===== src/rtl/dsc_cache_rd_arbiter_pkg.sv =====
// -----------------------------------------------------------------------------
// dsc_cache_rd_arbiter_pkg
// Shared types and helpers for the descriptor cache read arbiter.
//   - Default parameter constants for the arbiter.
//   - tag_stage_t: one stage of the read-tag pipeline {valid, one-hot id}.
//   - first_set(): priority encoder used by the round-robin picker.
// -----------------------------------------------------------------------------
package dsc_cache_rd_arbiter_pkg;

  localparam int MAX_REQ        = 8;
  localparam int DEF_NUM_REQ    = 4;
  localparam int DEF_ADDR_WIDTH = 7;
  localparam int DEF_DATA_WIDTH = 128;
  localparam int DEF_RD_LATENCY = 2;

  // The id field is sized for the largest supported requester count so the
  // struct can live here. Builds with fewer requesters leave the upper bits zero.
  typedef struct packed {
    logic               valid;
    logic [MAX_REQ-1:0] id;
  } tag_stage_t;

  typedef struct packed {
    logic       found;
    logic [2:0] idx;
  } pick_t;

  // Returns the lowest set bit of v.
  function automatic pick_t first_set(input logic [MAX_REQ-1:0] v);
    pick_t p;
    p = '0;
    for (int i = MAX_REQ - 1; i >= 0; i--) begin
      if (v[i]) begin
        p.found = 1'b1;
        p.idx   = 3'(i);
      end
    end
    return p;
  endfunction

endpackage


===== src/rtl/dsc_cache_rd_arbiter_rr_pick.sv =====
// -----------------------------------------------------------------------------
// dsc_cache_rr_pick
// Combinational round-robin picker: the request vector is rotated so that
// index ptr lands at bit 0, priority-encoded, and the winner is unrotated.
// Ports:
//   req  in  NUM_REQ          request vector
//   ptr  in  $clog2(NUM_REQ)  highest-priority index this cycle
//   gnt  out NUM_REQ          one-hot winner (zero when no request)
//   idx  out $clog2(NUM_REQ)  winner index
//   any  out 1                at least one request present
// -----------------------------------------------------------------------------
module dsc_cache_rr_pick
  import dsc_cache_rd_arbiter_pkg::*;
#(
  parameter int NUM_REQ = DEF_NUM_REQ
) (
  input  logic [NUM_REQ-1:0]         req,
  input  logic [$clog2(NUM_REQ)-1:0] ptr,
  output logic [NUM_REQ-1:0]         gnt,
  output logic [$clog2(NUM_REQ)-1:0] idx,
  output logic                       any
);

  localparam int              PTR_W = $clog2(NUM_REQ);
  localparam logic [PTR_W:0]  N_W   = (PTR_W + 1)'(NUM_REQ);

  logic [MAX_REQ-1:0] rot;
  pick_t              p;
  logic [PTR_W:0]     sum;

  // NOTE: every variable written here gets a default before any conditional
  // assignment, so no path leaves a value held and no latch is inferred.
  always_comb begin
    rot = '0;
    for (int i = 0; i < NUM_REQ; i++) begin
      int j;
      j = i + int'(ptr);
      if (j >= NUM_REQ) j = j - NUM_REQ;
      rot[i] = req[j];
    end
    p   = first_set(rot);
    // Unrotate: winner = (ptr + offset) mod NUM_REQ, with offset < NUM_REQ.
    sum = {1'b0, ptr} + (PTR_W + 1)'(p.idx);
    if (sum >= N_W) sum = sum - N_W;
    idx = sum[PTR_W-1:0];
    any = p.found;
    gnt = '0;
    if (p.found) gnt[idx] = 1'b1;
  end

endmodule


===== src/rtl/dsc_cache_rd_arbiter.sv =====
// -----------------------------------------------------------------------------
// dsc_cache_rd_arbiter
// Shares the descriptor cache RAM read port between NUM_REQ channel engines
// with round-robin arbitration, passes the descriptor-fetch write stream to the
// RAM write port, and routes read data back through a tag pipeline matched to
// the RAM read latency.
// Optional feature: define CDMA_DSC_ARB_WR_HAZARD_EN to stall a read whose
// address matches a same-cycle write, so returned data is always post-write.
// Ports:
//   clock, reset_n             clock, synchronous active-low reset
//   req_valid/req_addr/req_ready  read request handshake (one-hot ready)
//   rsp_valid/rsp_data         one-hot response valid, shared data
//   wr_valid/wr_addr/wr_data   write stream in
//   ram_wen/ram_waddr/ram_wdata   RAM write port
//   ram_ren/ram_raddr/ram_rdata   RAM read port
//   busy                       a read is in flight
// -----------------------------------------------------------------------------
module dsc_cache_rd_arbiter
  import dsc_cache_rd_arbiter_pkg::*;
#(
  parameter int NUM_REQ    = DEF_NUM_REQ,
  parameter int ADDR_WIDTH = DEF_ADDR_WIDTH,
  parameter int DATA_WIDTH = DEF_DATA_WIDTH,
  parameter int RD_LATENCY = DEF_RD_LATENCY
) (
  input  logic                          clock,
  input  logic                          reset_n,
  input  logic [NUM_REQ-1:0]            req_valid,
  input  logic [NUM_REQ*ADDR_WIDTH-1:0] req_addr,
  output logic [NUM_REQ-1:0]            req_ready,
  output logic [NUM_REQ-1:0]            rsp_valid,
  output logic [DATA_WIDTH-1:0]         rsp_data,
  input  logic                          wr_valid,
  input  logic [ADDR_WIDTH-1:0]         wr_addr,
  input  logic [DATA_WIDTH-1:0]         wr_data,
  output logic                          ram_wen,
  output logic [ADDR_WIDTH-1:0]         ram_waddr,
  output logic [DATA_WIDTH-1:0]         ram_wdata,
  output logic                          ram_ren,
  output logic [ADDR_WIDTH-1:0]         ram_raddr,
  input  logic [DATA_WIDTH-1:0]         ram_rdata,
  output logic                          busy
);

  localparam int PTR_W = $clog2(NUM_REQ);

  logic [PTR_W-1:0]      rr_ptr;
  logic [NUM_REQ-1:0]    cand_gnt;
  logic [PTR_W-1:0]      cand_idx;
  logic                  cand_any;
  logic [ADDR_WIDTH-1:0] cand_addr;
  logic                  hazard;
  logic                  grant;
  logic [MAX_REQ-1:0]    grant_id;
  logic                  busy_any;
  tag_stage_t            stage [RD_LATENCY];
  logic                  unused_id_hi;

  // Write path is a pure pass-through and never stalls.
  assign ram_wen   = wr_valid;
  assign ram_waddr = wr_addr;
  assign ram_wdata = wr_data;

  dsc_cache_rr_pick #(.NUM_REQ(NUM_REQ)) u_pick (
    .req (req_valid),
    .ptr (rr_ptr),
    .gnt (cand_gnt),
    .idx (cand_idx),
    .any (cand_any)
  );

  assign cand_addr = req_addr[int'(cand_idx)*ADDR_WIDTH +: ADDR_WIDTH];

`ifdef CDMA_DSC_ARB_WR_HAZARD_EN
  // A colliding candidate blocks the whole cycle; nobody else is granted and
  // the pointer holds, so the same requester wins once the write has landed.
  assign hazard = wr_valid && (cand_addr == wr_addr);
`else
  assign hazard = 1'b0;
`endif

  assign grant     = reset_n && cand_any && !hazard;
  assign req_ready = grant ? cand_gnt : '0;
  assign ram_ren   = grant;
  assign ram_raddr = cand_addr;

  always_comb begin
    grant_id                = '0;
    grant_id[NUM_REQ-1:0]   = req_ready;
  end

  // NOTE: sequential state uses non-blocking assignments so every stage
  // samples the previous stage's pre-edge value and the pipeline shifts cleanly.
  always_ff @(posedge clock) begin
    if (!reset_n) begin
      rr_ptr <= '0;
    end else if (grant) begin
      rr_ptr <= (int'(cand_idx) == NUM_REQ - 1) ? '0 : cand_idx + 1'b1;
    end
  end

  // NOTE: the tag stages are control state and must be cleared on reset so
  // reads in flight are dropped; the RAM data path itself needs no reset.
  always_ff @(posedge clock) begin
    if (!reset_n) begin
      for (int i = 0; i < RD_LATENCY; i++) stage[i] <= '0;
    end else begin
      stage[0] <= '{valid: grant, id: grant_id};
      for (int i = 1; i < RD_LATENCY; i++) stage[i] <= stage[i-1];
    end
  end

  always_comb begin
    busy_any = 1'b0;
    for (int i = 0; i < RD_LATENCY; i++) busy_any = busy_any | stage[i].valid;
  end

  // Outputs are gated with reset_n so they read inactive for the whole time
  // reset is held, including before the first clock edge.
  assign busy      = reset_n && busy_any;
  assign rsp_valid = (reset_n && stage[RD_LATENCY-1].valid)
                   ? stage[RD_LATENCY-1].id[NUM_REQ-1:0] : '0;
  assign rsp_data  = ram_rdata;

  // Upper id bits are always zero when NUM_REQ < MAX_REQ.
  assign unused_id_hi = |(stage[RD_LATENCY-1].id >> NUM_REQ);

endmodule


===== config.mk =====
export PLATFORM = sky130hd
export DESIGN_NAME = dsc_cache_rd_arbiter
export DESIGN_NICKNAME = d
export VERILOG_FILES = /design/src/rtl/dsc_cache_rd_arbiter_pkg.sv /design/src/rtl/dsc_cache_rd_arbiter_rr_pick.sv /design/src/rtl/dsc_cache_rd_arbiter.sv
export SDC_FILE = /design/constraint.sdc
export NUM_CORES = 1
export LEC_CHECK = 0
export ABC_AREA = 1
export CORE_AREA = 8 8 218 220
export CTS_CLUSTER_SIZE = 14
export DETAILED_ROUTE_END_ITERATION = 10
export DIE_AREA = 0 0 226 228
export DONT_BUFFER_PORTS = 1
export GPL_TIMING_DRIVEN = 0
export RECOVER_POWER = 100
export SETUP_SLACK_MARGIN = 0.05
export SKIP_CTS_REPAIR_TIMING = 1
export SYNTH_ARGS = -nofsm -noshare
export SYNTH_HDL_FRONTEND = slang
export SYNTH_HIERARCHICAL = 1
export SYNTH_SLANG_ARGS = --single-unit

===== constraint.sdc =====
create_clock -name clock -period 3.5 [get_ports clock]
set_input_delay 1.05 -clock clock [delete_from_list [all_inputs] [get_ports clock]]
set_output_delay 1.05 -clock clock [all_outputs]
set_load 0.02 [all_outputs]

# Word-level counts from Yosys, hierarchy flattened
# Memory sizes are Yosys's and may differ from the RTL's.
# Index checks and enable logic that the tools add are counted.
# op_classes
addsub	10
mul	1
magnitude_cmp	11
eq_ne	1
n_shift	1
mux	31
n_bitwise	3
n_reduce_logical	4
# ops
cell	count
less-than comparator 32 x 4 -> 1 bit (second input constant)	4
2-to-1 mux 32 bit	4
>= comparator 32 x 4 -> 1 bit (second input constant)	3
subtractor 32 x 4 -> 32 bit (second input constant)	3
2-to-1 mux 4 bit	7
variable part select 28 x 6 -> 7 bit	1
2-to-1 mux 9 bit	2
2-to-1 mux 1 bit	11
binary-select mux 1 bit (select 2 bit)	4
adder 2 x 2 -> 3 bit (first input constant)	2
multiplier 2 x 3 -> 5 bit (second input constant)	1
logical AND 1 bit	4
2-to-1 mux 2 bit	2
subtractor 2 x 3 -> 4 bit (second input constant)	1
adder 1 x 2 -> 3 bit (first input constant)	1
adder 2 x 3 -> 3 bit	1
>= comparator 2 x 3 -> 1 bit (second input constant)	1
>= comparator 3 bit (second input constant)	1
less-than comparator 2 x 3 -> 1 bit (second input constant)	1
bitwise OR 1 bit	3
adder 2 x 1 -> 2 bit (second input constant)	1
demux 1 bit (select 2 bit)	1
equality test 2 x 1 -> 1 bit (second input constant)	1
>= comparator 2 x 1 -> 1 bit (second input constant)	1
subtractor 2 x 1 -> 2 bit (second input constant)	1
# totals
reg_bits	2
mem_bits_rw	18
inputBits	298
out_inout_bits	281
elab_cells	64
memories	1
# mem_list
memory	words	width	rd	rd_clocked_by_memory_dff	write_ports	line_no	source
stage	2	9	2	0	2	dsc_cache_rd_arbiter.sv:56	tag_stage_t stage [RD_LATENCY];

# Depth between registers and ports, before layout
# depth
ltp_word	20
depth_mapped	17

# Modules after synthesis
# The synthesis kept the hierarchy.
# modules_own_cells
mod	n_inst	cells_per_inst	area_per_inst_um2	seq_area_each_um2
dsc_cache_rd_arbiter	1	405	2805.2	240.2
dsc_cache_rr_pick	1	69	409.1	0.0

# Worst setup path after synthesis
# OpenSTA, ideal clock, no wires.
# synth_path
path_kind	in2out
start	input port req_valid[1]
end	output port ram_raddr[0]
arrival_time_ns	2.690
t_required_ns	2.450
setup_slack_ns	-0.240
cell_stages	16
path_cell_list	inv_1 -> nand2_2 -> nand2_1 -> nand2_1 -> nand2_1 -> a21oi_1 -> nor2_1 -> ha_1 -> xnor2_1 -> inv_1 -> nand2_4 -> nand2_4 -> buf_4 -> inv_2 -> nand3_1 -> nand2_1
# synth_between
elab_chain_len	12
elab_cells_between_ends	22
classes_between	add/sub (2); mul (1); order compare (1); shift (1); mux (17)
# synth_lines
item	line_no	source
start, declared	dsc_cache_rd_arbiter.sv:28	input logic [NUM_REQ-1:0] req_valid,
binary-select mux 1 bit (select 2 bit)	dsc_cache_rd_arbiter_rr_pick.sv:39	rot[i] = req[j];
2-to-1 mux 1 bit (not written as such) (2 in a row)	dsc_cache_rd_arbiter_rr_pick.sv:39	
2-to-1 mux 4 bit (3 in a row)	dsc_cache_rd_arbiter_pkg.sv:33	if (v[i]) begin
2-to-1 mux 4 bit (*)	dsc_cache_rd_arbiter_pkg.sv:33	
adder 2 x 3 -> 3 bit (*)	dsc_cache_rd_arbiter_rr_pick.sv:43	sum = {1'b0, ptr} + (PTR_W + 1)'(p.idx);
>= comparator 3 bit / subtractor 2 x 1 -> 2 bit (equally long branches)	dsc_cache_rd_arbiter_rr_pick.sv:44	if (sum >= N_W) sum = sum - N_W;
2-to-1 mux 2 bit (*)	dsc_cache_rd_arbiter_rr_pick.sv:44	
via cand_idx[1]	dsc_cache_rd_arbiter.sv:49	logic [PTR_W-1:0] cand_idx;
multiplier 2 x 3 -> 5 bit (*)	dsc_cache_rd_arbiter.sv:72	assign cand_addr = req_addr[int'(cand_idx)*ADDR_WIDTH +: ADDR_WIDTH];
variable part select 28 x 6 -> 7 bit (*)	dsc_cache_rd_arbiter.sv:72	
end, declared	dsc_cache_rd_arbiter.sv:40	output logic [ADDR_WIDTH-1:0] ram_raddr,
# The timed path passes the listed nets; every way through them passes the cells marked *. The select of a mux whose other input is x is not followed.

# Final worst setup path
# layout_path
start	input port req_valid[0]
end	output port ram_raddr[0]
# The elaborated chain is that of the path after synthesis.

==> reports/results.tsv <==
metric	value	unit
crit path cell chain	inv_12, nand2_8, nand2_4, nand2_2, nand2_2, a21oi_2, nor2_1, ha_2, xnor2_4, nand3_4, nand2_4, buf_12, clkinv_16, nand3_4, nand2_4	
clock sinks	12	
largest family of logic cells by synthesized area	buffers and inverters	
Hold Violations, Final	0	
total gr overflow	0	
top post-synthesis cells by count	266 x buf_4, 60 x nand2_1, 50 x inv_1	
Net Count, Synth	774	
Rel. slew slack	67.1	%
DR pass1 iterations	5	
nets	787	
WHS	0.406	ns
Hold WC Path Type	register to register	
pwr/cell area	966	mW/mm^2
placed cell count	1066	
share of cells above drive strength 1	20.2	%
switching share of power	60.4	%
cell mode on critical path	nand2_4	
setup TNS	-0.682	ns
IO Count	579	
Synth Area in Adders	0.779	%
CTS H-tree lvls	1	
Reg power frac	5.7	%
CP endpoint kind	output port	
crit path max fanout	8	
cells after synthesis	474	
Distinct cells, synth	24	
type of origin of the critical path	primary input	
routed via count	2643	
CTS Buf Count	3	
ys flop type	dfxtp_1	
CP max stage delay	0.20	ns
clock network power share	6.8	%
Root Buffer	clkbuf_16	
first-pass GRT wire length	24.7	mm
post-route insts no fill	1083	
worst skew pair latency	0.24	ns
DRT iter0 DRCs	56	
status	complete, but fails checks	
Netlist Area Pre-Place	0.00321	sq mm
Post-synth EDFFs	0	
clock-pin slew on the worst setup and hold paths	0.04	ns
Clock Skew	0.00337	ns
mux contribution to synthesized area	0	%
Chip Height	228	microns
ys async rst share	0	%
Final setup viols	8	
PnR worst setup slack	-0.109	ns
Synth Register Bits	12	
Worst-Margin Slew	0.492	ns
Critical Path RT	2.45	ns
Psw	2.06	mW
Leakage	1.26	nW
sequential area share after synthesis	7.47	%
vias in the first global route	3036	
Initial Util	7.33	%
Synth area leader	buf_4	
Final period util	103	%
vias per cell	2.44	
DRT antenna net count	0	
wire per inst	17.4	microns
data arrival time of the critical path	2.56	ns
post-synthesis compound-gate area fraction	0.934	%
Avg Inst Size Synth	6.78	sq um
Synth top area share	62.1	%
Internal Power	1.35	mW
failing checks	setup timing	
CP top delay family	simple AND/OR/NAND/NOR gates	
largest net degree at the start of global routing	11	
final worst path period need	3.61	ns
Clock Path Buffers	2	
dpl hpwl	18.0	mm
Die X	226	microns
Rows	77	
maxcap violations	0	
count leader, synth	buf_4	
xor and xnor area share after synthesis	0.272	%
DRC viols	0	
# port buffers	0	
core area	0.0438	sq mm
Die ar.	0.0515	sq mm
Buffers & Inverters on Critical Path	3	
Tot GR Track Use	6.56	%
Synth Warn #	6	
initial antenna violation count	8	
gpl congestion	0.768	
Fmax	277	MHz
critical path class	primary input to output port	
total power	3.40	mW
Logic pwr share	87.5	%
total wire length	18.9	mm
Area contributors post-synth	buf_4 62%, dfxtp_1 7.5%, nand2_1 7.0%	
Post-Synth Simple-Gate Area	19.5	%
area delta synth->final	9.54	%
Crit-path slowest cell	ha_2	
RSZ-0062 raised after global routing	yes	
worst ir drop on vdd	701	uV
max-slew violations	0	
CTS tree	yes	
-- tightest hold or removal path: stages, from the launching register on --
cell	delay [ns]
dfxtp_1	0.30
nand2_1	0.04
inv_1	0.04
-- through the flow --
| step | worst slack [ns] | util [%] | cell area, sq um |
|---|---|---|---|
| after detailed placement | -0.295 | 9.61 | 4210 |
| after global placement | -0.249 | 9.61 | 4210 |
| after CTS | -0.300 | 9.81 | 4300 |
| after global routing | -0.265 | 8.00 | 3510 |
| final | -0.109 | 8.03 | 3520 |
| after floorplan | -0.0192 | - | 3470 |
-- path summary, 6_finish.rpt --
path                          start                      end  slack [ns]  depth (start not counted)
min          stage[0][2]$_SDFF_PN0_  stage[0][11]$_SDFF_PN0_        0.41                          2
min reg2reg  stage[0][2]$_SDFF_PN0_  stage[0][11]$_SDFF_PN0_        0.41                          2
max reg2reg  rr_ptr[0]$_SDFFE_PN0P_   rr_ptr[1]$_SDFFE_PN0P_        1.09                         17
max                    req_valid[0]             ram_raddr[0]       -0.11                         15
-- power groups by stage --
stage / Sequential, mW / Combinational (mW) / Clock (mW)
5_1_grt: 0.196 / 3.23 / 0.241
6_report: 0.192 / 2.98 / 0.232
3_5_place_dp: 0.195 / 2.86 / 0
4_1_cts: 0.193 / 2.86 / 0.236
2_1_floorplan: 0.190 / 2.33 / 0
3_3_place_gp: 0.192 / 2.79 / 0
-- cell type report --
type | instances | area, sq um
timing repair buffer | 8 | 60.1
buffer | 272 | 1090
multi-input combinational | 136 | 992
sequential | 12 | 240
clock buffer | 4 | 88.8
antenna | 5 | 12.5
tap | 592 | 741
fill | 5351 | 40300
inverter | 54 | 295
-- registers in the layout, summed over array words and instances, names as in the netlist --
register  cells
stage        10
rr_ptr        2
-- metal layers --
layer	routed length, microns	vias up	GRT usage, %
met5	9	-	0
met4	393	2	0.914
met3	2790	18	3.36
met2	10500	282	13.6
met1	5200	1178	5.44
li1	-	1163	-
-- kinds of logic after synthesis --
logic type,Yosys count
flops,12
buf+inv,326
simple gates,127
xor+xnor,1
compound gates,6
fa+ha+maj,2
-- cells in the final DEF, fill, tap and decap left out, types with 5 or more instances in the layout --
cell type    n
diode_2      5
nand3_1      7
nor2_1      15
nor2_4       5
nand2_4     15
dfxtp_1     12
inv_1       42
buf_4        8
nand2_2     27
nand3_4      8
clkbuf_1   265
nand2_1     42
inv_2        5
Note: power is estimated with default switching activity, not from simulation.
